===== config.mk =====
export PLATFORM = sky130hd
export DESIGN_NAME = wb_arbiter2
export DESIGN_NICKNAME = d
export VERILOG_FILES = /design/src/rtl/wb_arbiter2.sv
export SDC_FILE = /design/constraint.sdc
export NUM_CORES = 1
export LEC_CHECK = 0
export ABC_AREA = 1
export ABC_CLOCK_PERIOD_IN_PS = 2800
export BUFFER_PORTS_ARGS = -buffer_cell sky130_fd_sc_hd__buf_2
export CAP_MARGIN = 20
export CORE_AREA = 2 2 94 96
export CTS_CLUSTER_SIZE = 10
export DETAILED_ROUTE_END_ITERATION = 8
export DIE_AREA = 0 0 96 98
export PLACE_DENSITY = 0.62
export SLEW_MARGIN = 20
export SYNTH_ARGS = -nofsm -noshare
export SYNTH_HDL_FRONTEND = slang
export SYNTH_SLANG_ARGS = --single-unit

===== constraint.sdc =====
create_clock -name i_clk -period 2.8 [get_ports i_clk]
set_clock_uncertainty 0.15 [all_clocks]
set_input_delay 0.56 -clock i_clk [delete_from_list [all_inputs] [get_ports i_clk]]
set_output_delay 0.56 -clock i_clk [all_outputs]
set_load 0.05 [all_outputs]

===== src/rtl/wb_arbiter2.sv =====
// wb_arbiter2: two pipelined Wishbone masters (A, B) sharing one slave.
// A grant lasts a whole bus cycle; one IDLE cycle separates owners.
// Ports: i_clk, i_reset (sync, active high);
//   i_a_* / o_a_*, i_b_* / o_b_*: master cyc/stb/we/addr/data/sel
//     requests and stall/ack/err/data responses;
//   o_wb_* / i_wb_*: slave-side request and response.
// Option: define WB_ARBITER2_RR_EN for a round-robin tie-break;
//   otherwise A always wins ties.
module wb_arbiter2 #(
    parameter int AW = 5,
    parameter int DW = 32
) (
    input  logic            i_clk,
    input  logic            i_reset,
    input  logic            i_a_cyc,
    input  logic            i_a_stb,
    input  logic            i_a_we,
    input  logic [AW-1:0]   i_a_addr,
    input  logic [DW-1:0]   i_a_data,
    input  logic [DW/8-1:0] i_a_sel,
    output logic            o_a_stall,
    output logic            o_a_ack,
    output logic            o_a_err,
    output logic [DW-1:0]   o_a_data,
    input  logic            i_b_cyc,
    input  logic            i_b_stb,
    input  logic            i_b_we,
    input  logic [AW-1:0]   i_b_addr,
    input  logic [DW-1:0]   i_b_data,
    input  logic [DW/8-1:0] i_b_sel,
    output logic            o_b_stall,
    output logic            o_b_ack,
    output logic            o_b_err,
    output logic [DW-1:0]   o_b_data,
    output logic            o_wb_cyc,
    output logic            o_wb_stb,
    output logic            o_wb_we,
    output logic [AW-1:0]   o_wb_addr,
    output logic [DW-1:0]   o_wb_data,
    output logic [DW/8-1:0] o_wb_sel,
    input  logic            i_wb_stall,
    input  logic            i_wb_ack,
    input  logic            i_wb_err,
    input  logic [DW-1:0]   i_wb_data
);

    typedef enum logic [1:0] {
        IDLE  = 2'd0,
        OWN_A = 2'd1,
        OWN_B = 2'd2
    } owner_t;

    owner_t owner;
    logic   pick_a;
    logic   own_a;
    logic   own_b;

`ifdef WB_ARBITER2_RR_EN
    // last = 1 means B owned most recently, so A wins the next tie
    logic last;
    assign pick_a = last;
`else
    assign pick_a = 1'b1;
`endif

    assign own_a = (owner == OWN_A);
    assign own_b = (owner == OWN_B);

    // Release on cyc drop or on a slave error; never hand over directly
    always_ff @(posedge i_clk) begin
        if (i_reset) begin
            owner <= IDLE;
`ifdef WB_ARBITER2_RR_EN
            last  <= 1'b1;
`endif
        end else begin
            case (owner)
                IDLE: begin
                    if (i_a_cyc && (!i_b_cyc || pick_a))
                        owner <= OWN_A;
                    else if (i_b_cyc)
                        owner <= OWN_B;
                end
                OWN_A: begin
                    if (!i_a_cyc || (i_wb_err && o_wb_cyc)) begin
                        owner <= IDLE;
`ifdef WB_ARBITER2_RR_EN
                        last  <= 1'b0;
`endif
                    end
                end
                OWN_B: begin
                    if (!i_b_cyc || (i_wb_err && o_wb_cyc)) begin
                        owner <= IDLE;
`ifdef WB_ARBITER2_RR_EN
                        last  <= 1'b1;
`endif
                    end
                end
                default: owner <= IDLE;
            endcase
        end
    end

    always_comb begin
        o_wb_cyc  = 1'b0;
        o_wb_stb  = 1'b0;
        o_wb_we   = 1'b0;
        o_wb_addr = '0;
        o_wb_data = '0;
        o_wb_sel  = '0;
        o_a_stall = 1'b1;
        o_a_ack   = 1'b0;
        o_a_err   = 1'b0;
        o_b_stall = 1'b1;
        o_b_ack   = 1'b0;
        o_b_err   = 1'b0;
        unique case (1'b1)
            own_a: begin
                o_wb_cyc  = i_a_cyc;
                o_wb_stb  = i_a_cyc & i_a_stb;
                o_wb_we   = i_a_we;
                o_wb_addr = i_a_addr;
                o_wb_data = i_a_data;
                o_wb_sel  = i_a_sel;
                o_a_stall = i_wb_stall;
                o_a_ack   = i_wb_ack & i_a_cyc;
                o_a_err   = i_wb_err & i_a_cyc;
            end
            own_b: begin
                o_wb_cyc  = i_b_cyc;
                o_wb_stb  = i_b_cyc & i_b_stb;
                o_wb_we   = i_b_we;
                o_wb_addr = i_b_addr;
                o_wb_data = i_b_data;
                o_wb_sel  = i_b_sel;
                o_b_stall = i_wb_stall;
                o_b_ack   = i_wb_ack & i_b_cyc;
                o_b_err   = i_wb_err & i_b_cyc;
            end
            default: ;
        endcase
    end

    // Each master qualifies read data with its own ack
    assign o_a_data = i_wb_data;
    assign o_b_data = i_wb_data;

endmodule


==> flow_summary.ini, run 1 <==
[finish]
nets = 443
stdcell_area_um2 = 1690
largest_register = owner
largest_reg_flops = 2
nFillCells = 1003
multi_input_area_um2 = 687
area_delta_synth_final_pct = 29.8
top_regs = owner x2
layout_common_cells = buf_2, nand2_1, a21oi_1
area.sequential_um2 = 40.0
final_common_cell = buf_2
final_util = 0.200
num_antenna_cells = 0
drive_above_1_share = 0.502

[run_status]
status = completed

[detailed_routing]
route.vias.total = 1660
ant_nets = 0
finalWirelength_mm = 4.19
first_pass_iters = 5
drt_iter0_markers = 37
routedWlPerCell_um = 9.96
drc = 0
vias_per_cell = 3.94

[critical_path]
arrival_ps = 1900
endpoint_kind = output port
crit_required_ps = 2090
cp-startpoint = owner[0]
r2r_cells = 9
reg2reg_from = owner[0]
critical_path_peak_fanout = 36
critPathKind = flip-flop to output port
crit_path_start_kind = flip-flop

[sta]
tightestPinTransition_ps = 286
slew_viol_final = 0
final-setup-viol-count = 0
max_freq_ghz = 0.383
relSlewSlack = 0.809
grt_setup_unrepaired = no
hold_ws_ps = 327
tns_ps = 0
finalCritPeriodShare = 0.933
period_minus_slack_ps = 2610
hold_viol_final = 0

[clock_network]
clockRootBuffer = clkbuf_8
clockBufferDepth = 2
ctsResizeCount = 0
clock-sinks = 2
cts_tree = built
clk_pin_slew_ps = 30
clkLatencyLatePin_ps = 210
cts_buffers = 3
post-cts-setup-buffers = 0
htree_levels = 1
hold_buffers = 0

[hold_path]
hold_path.class = flip-flop to flip-flop
hp-start = owner[1]
holdPathStages = 2

[synth]
yosysWarningCount = 0
synth_top_area_share = 0.374
syn_avg_cell_area_um2 = 5.41
ys_ff_latch = 2
synth_cells = 241
synth.distinct_cells = 14
synth_area_leaders = buf_4, nand2_1, a21oi_1
ys_seq_area_frac = 0.0307
syn_area_um2 = 1310
syn_nets = 369
synth_area_leader_cell = buf_4

[global_route]
grt.overflow.total = 0
grt_pass1_wl_mm = 6.33
grt_max_degree = 37
antenna_found_initial = 0
grtUsageTotal = 0.0818
grt_pass1_vias = 1460

[place]
gp_congestion = 0.635
port_buffers = 142
dp_hpwl_mm = 3.42
dpl_cell_area_um2 = 1650

[floorplan]
die_area_um2 = 9410
initial_core_util = 0.154
coreArea_um2 = 8470
io_pins = 239
die_h_um = 98
core.rowCount = 34
die_x_um = 96

[flow_run]
max-cap-violations = 0

[power_and_ir_drop]
power_density_nw_per_um2 = 279
ir_worst_vdd_mv = 0.271
p_leak_nw = 0.893
cells by family after synthesis:
group	count (synthesis)	share of synthesized area
simple gates	105	0.317
flops	2	0.0307
fa+ha+maj	3	0.0288
buf+inv	85	0.447
compound gates	46	0.176
final cells by class:
cell class,instances,area share
Inverter,7,0.0177
Clock buffer,3,0.0244
Timing Repair Buffer,147,0.449
Multi-Input combinational cell,154,0.405
Tap cell,108,0.0798
Sequential cell,2,0.0236
routing by layer:
layer,vias to the layer above,global-route usage,share of wire
met3,25,0.0208,0.11
met5,-,0,0
met2,94,0.153,0.50
met4,0,0.0407,0.036
met1,705,0.0811,0.35
li1,836,-,-
critical path, stage by stage, from the launching register on:
cell and delay [ps]:
dfxtp_1 360, inv_1 80, ha_1 340, clkinvlp_4 200, buf_12 230, a21oi_1 170, buf_2 300
synth_stat cells, drive strengths merged:
library cell and instances:
clkbuf 2, clkinv 1, nand2 95, dfxtp 2, nand3 4, a21oi 46
inv 6, buf 76, ha 3, nor2 6
power breakdown:
group	internal [W]	switching, W	total [W]
combinational	0.000105	0.000222	0.000328
sequential	0.0000311	0.00000206	0.0000332
clock	0.0000907	0.0000203	0.000111
metrics by stage:
step | worst slack [ps] | instances | total power (W)
6_report | 188 | 421 | 0.000472
5_1_grt | 52.5 | 421 | 0.000514
4_1_cts | 111 | 421 | 0.000478
3_5_place_dp | 346 | 418 | 0.000363
3_3_place_gp | 438 | 418 | 0.000357
2_1_floorplan | 278 | 241 | 0.000489
path summary, 6_finish.rpt:
path	end	slack, ps
worst min-delay path	owner[1]	330
worst max-delay path	o_wb_data[18]	190
worst min register to register	owner[1]	330
worst max register to register	owner[0]	1240
Power figures use the tool's default switching activity.
==> run 2: changes to the inputs <==
- CORE_AREA: 2 2 94 96 -> 8 8 87 89
- DIE_AREA: 0 0 96 98 -> 0 0 95 97
- PLACE_DENSITY: 0.62 -> 0.76
==> run 2 against run 1 <==
- total power increased by 0.53%
- critical path depth unchanged
- via count about the same
==> flow_summary.ini, run 2 (synthesis results as in run 1) <==
[run_status]
status = completed

[finish]
final_common_cell = buf_2
largest_register = owner
layout_common_cells = buf_2, nand2_1, a21oi_1
num_antenna_cells = 0
area_delta_synth_final_pct = 27.5
nFillCells = 715
nets = 441
drive_above_1_share = 0.492
largest_reg_flops = 2
final_util = 0.268
top_regs = owner x2

[floorplan]
die_h_um = 97
die_area_um2 = 9220
core.rowCount = 29
coreArea_um2 = 6200
io_pins = 239
initial_core_util = 0.210
die_x_um = 95

[clock_network]
ctsResizeCount = 0
htree_levels = 1
clockBufferDepth = 2
hold_buffers = 0
clkLatencyLatePin_ps = 220
clockRootBuffer = clkbuf_8
clock-sinks = 2
post-cts-setup-buffers = 0
clk_pin_slew_ps = 30
cts_tree = built
cts_buffers = 3

[global_route]
grt_max_degree = 46
antenna_found_initial = 0
grt.overflow.total = 0
grt_pass1_vias = 1793
grt_pass1_wl_mm = 8.34
grtUsageTotal = 0.109

[critical_path]
critPathKind = flip-flop to output port
worst-path-buf-inv = 4
cp.depth = 6
arrival_ps = 1770
crit_family = buffers and inverters
endpoint_kind = output port
slowest_stage = dfxtp_1
max_stage_delay_ps = 340
critical_path_peak_fanout = 44
r2r_cells = 9
crit_required_ps = 2090
crit_chain = inv_1, ha_1, clkinv_1, buf_4, a21oi_1, buf_2
crit_path_start_kind = flip-flop

[sta]
final-setup-viol-count = 0
grt_setup_unrepaired = no
max_freq_ghz = 0.403
hold_viol_final = 0
finalWorstSetupSlack_ps = 317
tns_ps = 0
relSlewSlack = 0.699
period_minus_slack_ps = 2480
finalCritPeriodShare = 0.887
hold_ws_ps = 333
tightestPinTransition_ps = 452
slew_viol_final = 0

[power_and_ir_drop]
power_density_nw_per_um2 = 285
power.total_w = 0.000475
p_leak_nw = 0.888
ir_worst_vdd_mv = 0.269

[hold_path]
hold_path.class = flip-flop to flip-flop
holdPathStages = 2

[detailed_routing]
wl_met2_mm = 2.55
drc = 0
ant_nets = 0
routedWlPerCell_um = 13.7
vias_per_cell = 4.28
route.vias.total = 1661
wl_met3_um = 615
drt_iter0_markers = 30
m1WireLength_mm = 1.84
top_layer = met4
first_pass_iters = 4
finalWirelength_mm = 5.30

[place]
gp_congestion = 0.695
pre_cts_ws_ps = 538
port_buffers = 142
dp_hpwl_mm = 4.29

[flow_run]
max-cap-violations = 0
## run 2: per-layer routing
layer | GRT usage | up-vias
met1 | 0.107 | 700
met3 | 0.0294 | 38
met5 | 0 | -
met4 | 0.0685 | 0
li1 | - | 830
met2 | 0.195 | 93
## run 2: report_power, final
| group | internal [W] | switching, W |
|---|---|---|
| clock | 0.0000912 | 0.0000260 |
| combinational | 0.000102 | 0.000223 |
| sequential | 0.0000311 | 0.00000174 |
## run 2: stage by stage
stage / cells / instance area (µm²)
final: 388 / 1660
after global routing: 388 / 1660
after CTS: 388 / 1660
after detailed placement: 385 / 1620
after global placement: 385 / 1620
after floorplan: 241 / 1310
## run 2: worst register-to-register path, cell delays in order, from the launching register on
cell and delay (ps):
dfxtp_1 310, inv_1 90, ha_1 150, buf_4 390
nand2_2 130, nand2_1 110, nand2_2 70, nand2_2 60
nand2_1 50, a21oi_1 110
## run 2: final cells by class
cell class | instances | area (µm²) | share of cell area
well taps | 77 | 96.3 | 0.0579
clock buffers | 3 | 41.3 | 0.0248
inverters | 7 | 26.3 | 0.0158
flip-flops and latches | 2 | 40.0 | 0.0241
repair buffers | 145 | 776 | 0.466
multi-input cells | 154 | 684 | 0.411
## run 2: final timing paths
path	slack, ps	to	startpoint
setup / recovery	320	o_wb_sel[2]	owner[0]
hold / removal	330	owner[1]	owner[1]
setup reg to reg	1100	owner[0]	owner[1]
hold reg to reg	330	owner[1]	owner[1]
